===== src/rtl/crc_frame_builder.sv =====
// crc_frame_builder
//   Buffers one frame of upstream bytes while computing a CRC-8
//   (poly 0x07, init 0x00, MSB-first, no reflection, no final XOR), then emits
//   the byte count on the count channel, followed by the payload bytes and the
//   CRC byte on the data channel.
//
// Handshake: every channel moves a beat only in a cycle where valid and ready
//   are both high. An output valid, once raised, stays high with its data held
//   stable until that transfer happens. in_ready is high only in FILL.
//
// Ports
//   clk, rst_n          clock, asynchronous active-low reset
//   in_valid/in_ready   upstream byte handshake; in_data, in_last qualify it
//   count_valid/ready   count channel; count_data = payload bytes in frame
//   data_valid/ready    data channel; data_out = payload bytes then CRC
//   dbg_state           current FSM state (FILL=0, SEND_COUNT=1,
//                       SEND_DATA=2, SEND_CRC=3)
module crc_frame_builder #(
  parameter int unsigned DEPTH = 16
) (
  input  logic       clk,
  input  logic       rst_n,
  input  logic       in_valid,
  input  logic [7:0] in_data,
  input  logic       in_last,
  output logic       in_ready,
  output logic       count_valid,
  input  logic       count_ready,
  output logic [7:0] count_data,
  output logic       data_valid,
  input  logic       data_ready,
  output logic [7:0] data_out,
  output logic [1:0] dbg_state
);

  localparam int unsigned AW = (DEPTH > 1) ? $clog2(DEPTH) : 1;
  localparam logic [7:0] LAST_IDX = 8'(DEPTH - 1);

  typedef enum logic [1:0] {
    FILL       = 2'd0,
    SEND_COUNT = 2'd1,
    SEND_DATA  = 2'd2,
    SEND_CRC   = 2'd3
  } state_e;

  state_e     state_q;
  logic [7:0] mem_q [2**AW];
  logic [7:0] n_q;          // bytes accepted in the current frame
  logic [7:0] rd_idx_q;     // next buffer entry to load into data_out
  logic [7:0] crc_q;
  logic [7:0] crc_d;
  logic       in_ready_q;
  logic       count_valid_q;
  logic [7:0] count_data_q;
  logic       data_valid_q;
  logic [7:0] data_out_q;
  logic       accept;
  logic       full;

  function automatic logic [7:0] crc8_byte(input logic [7:0] c, input logic [7:0] d);
    logic [7:0] r;
    r = c ^ d;
    for (int i = 0; i < 8; i++) begin
      r = r[7] ? ((r << 1) ^ 8'h07) : (r << 1);
    end
    return r;
  endfunction

  assign accept = in_ready_q & in_valid;
  assign full   = (n_q == LAST_IDX);  // this byte is number DEPTH
  assign crc_d  = crc8_byte(crc_q, in_data);

  // Payload storage: contents are only ever read after being written in the
  // same frame, so no reset is needed.
  always_ff @(posedge clk) begin
    if (accept) begin
      mem_q[n_q[AW-1:0]] <= in_data;
    end
  end

  always_ff @(posedge clk or negedge rst_n) begin
    if (!rst_n) begin
      state_q       <= FILL;
      n_q           <= 8'd0;
      rd_idx_q      <= 8'd0;
      crc_q         <= 8'd0;
      in_ready_q    <= 1'b0;
      count_valid_q <= 1'b0;
      count_data_q  <= 8'd0;
      data_valid_q  <= 1'b0;
      data_out_q    <= 8'd0;
    end else begin
      case (state_q)
        FILL: begin
          in_ready_q <= 1'b1;
          if (accept) begin
            crc_q <= crc_d;
            n_q   <= n_q + 8'd1;
            // in_last or buffer exhaustion closes the frame
            if (in_last || full) begin
              state_q       <= SEND_COUNT;
              in_ready_q    <= 1'b0;
              count_valid_q <= 1'b1;
              count_data_q  <= n_q + 8'd1;
            end
          end
        end
        SEND_COUNT: begin
          if (count_ready) begin
            // Preload the first payload byte so data follows with no gap.
            count_valid_q <= 1'b0;
            data_valid_q  <= 1'b1;
            data_out_q    <= mem_q[0];
            rd_idx_q      <= 8'd1;
            state_q       <= SEND_DATA;
          end
        end
        SEND_DATA: begin
          if (data_ready) begin
            if (rd_idx_q == n_q) begin
              data_out_q <= crc_q;
              state_q    <= SEND_CRC;
            end else begin
              data_out_q <= mem_q[rd_idx_q[AW-1:0]];
              rd_idx_q   <= rd_idx_q + 8'd1;
            end
          end
        end
        SEND_CRC: begin
          if (data_ready) begin
            data_valid_q <= 1'b0;
            data_out_q   <= 8'd0;
            n_q          <= 8'd0;
            rd_idx_q     <= 8'd0;
            crc_q        <= 8'd0;
            in_ready_q   <= 1'b1;
            state_q      <= FILL;
          end
        end
        default: state_q <= FILL;
      endcase
    end
  end

  assign in_ready    = in_ready_q;
  assign count_valid = count_valid_q;
  assign count_data  = count_data_q;
  assign data_valid  = data_valid_q;
  assign data_out    = data_out_q;
  assign dbg_state   = state_q;

endmodule


===== config.mk =====
export PLATFORM = sky130hd
export DESIGN_NAME = crc_frame_builder
export DESIGN_NICKNAME = d
export VERILOG_FILES = /design/src/rtl/crc_frame_builder.sv
export SDC_FILE = /design/constraint.sdc
export NUM_CORES = 1
export LEC_CHECK = 0
export ABC_AREA = 1
export BUFFER_PORTS_ARGS = -buffer_cell sky130_fd_sc_hd__clkbuf_2
export CAP_MARGIN = 0
export CORE_MARGIN = 4
export CORE_UTILIZATION = 50
export CTS_BUF_LIST = sky130_fd_sc_hd__clkbuf_8 sky130_fd_sc_hd__clkbuf_16
export DETAILED_ROUTE_END_ITERATION = 6
export MAX_ROUTING_LAYER = met4
export PLACE_DENSITY = 0.67
export SLEW_MARGIN = 20
export SYNTH_ARGS = -nofsm -noshare
export SYNTH_HDL_FRONTEND = slang
export SYNTH_SLANG_ARGS = --single-unit

===== constraint.sdc =====
create_clock -name clk -period 2.25 [get_ports clk]
set_clock_uncertainty 0.15 [all_clocks]
set_input_delay 0.675 -clock clk [delete_from_list [all_inputs] [get_ports clk]]
set_output_delay 0.675 -clock clk [all_outputs]
set_load 0.01 [all_outputs]

==> results.toml <==
[status]
outcome = "complete, no violations"

[timing]
rsz0062_at_grt = "no"
fin_crit_sh_pct = 90.3
layout_min_cycle_time_ns = 2.03
hold_violations = 0
finalSetupTns_ns = 0
max_freq_ghz = 0.492
slew_headroom_pct = 74.5
setup_viol = 0
max_slew.worst_pin.slew_ns = 0.381
drv_slew = 0

[grt]
busiest_layer = "met2"
use_met2_pct = 32.8
antenna_found_initial = 0
met1_usage_pct = 32.1
grt_first_pass_wirelength_mm = 31.0
grt_use_met3_pct = 5.15
grt_overflow = 0
grt_util_all_layers_pct = 23.0
grt_max_degree = 66
grt_pass1_vias = 5700

[worst_setup_path]
critPathMaxFanout = 13
cp.required_ns = 2.42
path_common_cell = "nand2_1"
ff2ff_setup_slack_ns = 0.22
crit_arrival_ns = 2.20
path_cells = "ha_1 > inv_1 > nor2_4 > nand3_1 > nand2_1 > nand2_1 > mux2_2"
endpoint_kind = "flop"
worst_path_max_delay_cell = "dfrtp_1"
start_kind = "flop"
worstSetupPathType = "reg -> reg"
cpPeakStageDelay_ns = 0.44

[placed_design]
port-buffer-count = 34
placed_cells = 1175
dp_hpwl_mm = 13.2
place_congestion = 0.877
postPlaceCellArea_mm2 = 0.00897

[cts]
ctsHtreeMaxLevel = 4
cts_root_buf = "clkbuf_16"
numCtsBuffers = 17
clkSinkCount = 173
cts_buffer_depth = 2
postCtsSetupBuffers = 0
clk_pin_slew_ns = 0.07
cts_hold_buf = 0
cts_resized = 0
cts_tree = "built"
worstSkewPairLatency_ns = 0.43

[pwr]
p_int_mw = 6.84
ir_worst_vdd_mv = 0.615
power_density_mw_per_mm2 = 1170
comb_power_share_pct = 38.3
seqPwrFrac_pct = 36.6
switching_power_mw = 4.31
p_leak_nw = 4.41
p_clk_share_pct = 25.1
switching_share_pct = 38.7

[synth]
synth.area.top_cells = "edfxtp_1 (46%), nand2_1 (16%), dfrtp_1 (14%)"
synth_top_area_cell = "edfxtp_1"
seq_area_frac_synth_pct = 59.6
async_reset_ff_share_pct = 26.0
synth_seq_cells = 173
synth_top_area_share_pct = 46.1
synthTopCellsByCount = "nand2_1 (354), edfxtp_1 (128), inv_1 (125)"
synth.most_common_cell = "nand2_1"
avgSynthCellArea_um2 = 9.14
synth_ff_type = "edfxtp_1"
synthCells = 912
syn_nets = 936
ys_warn_count = 0
syn_area_mm2 = 0.00833
synth.distinct_cells = 32
synth-edff-count = 128

[layout]
fill_cells = 1354
area_delta_synth_final_pct = 14.4
antenna_cells = 0
instances_no_fill = 1207
final_area_mm2 = 0.00953
drive_gt1_share_pct = 12.6
postLayoutCoreUtil_pct = 59.1
nets = 1002

[detailed_routing]
drt_iter0_drc = 630
drc = 0
ant_nets = 0
routed_wirelength_mm = 19.7
vias = 6118
routedWlPerCell_um = 16.3
vias_per_cell = 5.07
dr.pass1.iters = 5

[die]
rows = 46
core_area_mm2 = 0.0161
die_area_mm2 = 0.0188
die_w_um = 137
ios = 35
start_util_pct = 51.7
fp.dieH_um = 137

[run]
maxCapViolations = 0

[worst_hold_path]
hp-class = "in -> async"
[cell usage in the layout (no fill, tap or decap), drive strengths merged, types with 12 or more instances in the layout]
cell type    n
a21oi       14
buf         41
clkbuf      51
dfrtp       45
edfxtp     128
inv        134
nand2      359
nand3       68
nand4       12
nor2        38
o21ai       37
xnor2       13
xor2        15
[per-layer routing]
metal | vias up | part of all wire, %
met5 | - | 0
met4 | 0 | 2.9
met3 | 46 | 6.4
met2 | 201 | 45
met1 | 2839 | 46
li1 | 3032 | -
[registers in the layout, summed over array words and instances (netlist names)]
signal,cells
mem_q,128
count_valid,1
data_out,8
n_q,8
data_valid,1
rd_idx_q,8
dbg_state,2
in_ready,1
crc_q,8
count_data,8
[path summary, 6_finish.rpt]
kind	cells after the start	start	endpoint
setup / recovery	7	n_q[0]	count_data[5]
hold / removal	2	rst_n	data_out[5]
setup reg to reg	7	n_q[0]	count_data[5]
hold reg to reg	2	data_out[6]	data_out[6]
max in group asynchronous	2	rst_n	crc_q[5]
min in group clk	2	data_out[6]	data_out[6]
[metrics by stage]
stage                     hold WS (ns)  total power [mW]  worst slack [ns]
after floorplan                  0.229              7.08             0.311
after global placement           0.317              8.38             0.282
after detailed placement         0.316              8.42             0.259
after CTS                       0.0705              11.2             0.217
after global routing            0.0776              11.9            0.0624
final                           0.0618              11.2             0.219
[critical path: cells and delay by family (launching register included)]
| family | cells | cell delay (ns) |
|---|---|---|
| adder cells (fa/ha/maj) | 1 | 0.29 |
| multiplexers | 1 | 0.38 |
| buffers and inverters | 1 | 0.12 |
| flip-flops | 1 | 0.44 |
| AND/OR/NAND/NOR | 4 | 0.54 |
[logic make-up (layout without fill, tap and decap cells)]
| logic type | Yosys count | in the layout | share of synthesized area [%] |
|---|---|---|---|
| xor+xnor | 28 | 28 | 2.94 |
| fa+ha+maj | 10 | 10 | 1.50 |
| mux | 3 | 3 | 0.405 |
| buf+inv | 161 | 240 | 7.96 |
| compound gates | 57 | 57 | 3.77 |
| simple gates | 480 | 480 | 23.8 |
| flops | 173 | 173 | 59.6 |
[power groups by stage]
stage / combinational [mW] / sequential (mW) / clock (mW)
final: 4.27 / 4.08 / 2.80
after floorplan: 2.93 / 4.15 / 0
after global placement: 4.24 / 4.14 / 0
after detailed placement: 4.28 / 4.14 / 0
after CTS: 4.31 / 4.08 / 2.83
after global routing: 4.83 / 4.12 / 2.97
[cell type report]
| type | count | area, µm² | area share, % |
|---|---|---|---|
| flip-flops and latches | 173 | 4970 | 52.2 |
| well taps | 216 | 270 | 2.84 |
| clock buffers | 17 | 425 | 4.46 |
| inverters | 133 | 504 | 5.29 |
| repair buffers | 75 | 528 | 5.54 |
| multi-input cells | 578 | 2700 | 28.3 |
| clock inverters | 15 | 131 | 1.38 |
No activity file was read; power rests on OpenSTA's default activity.
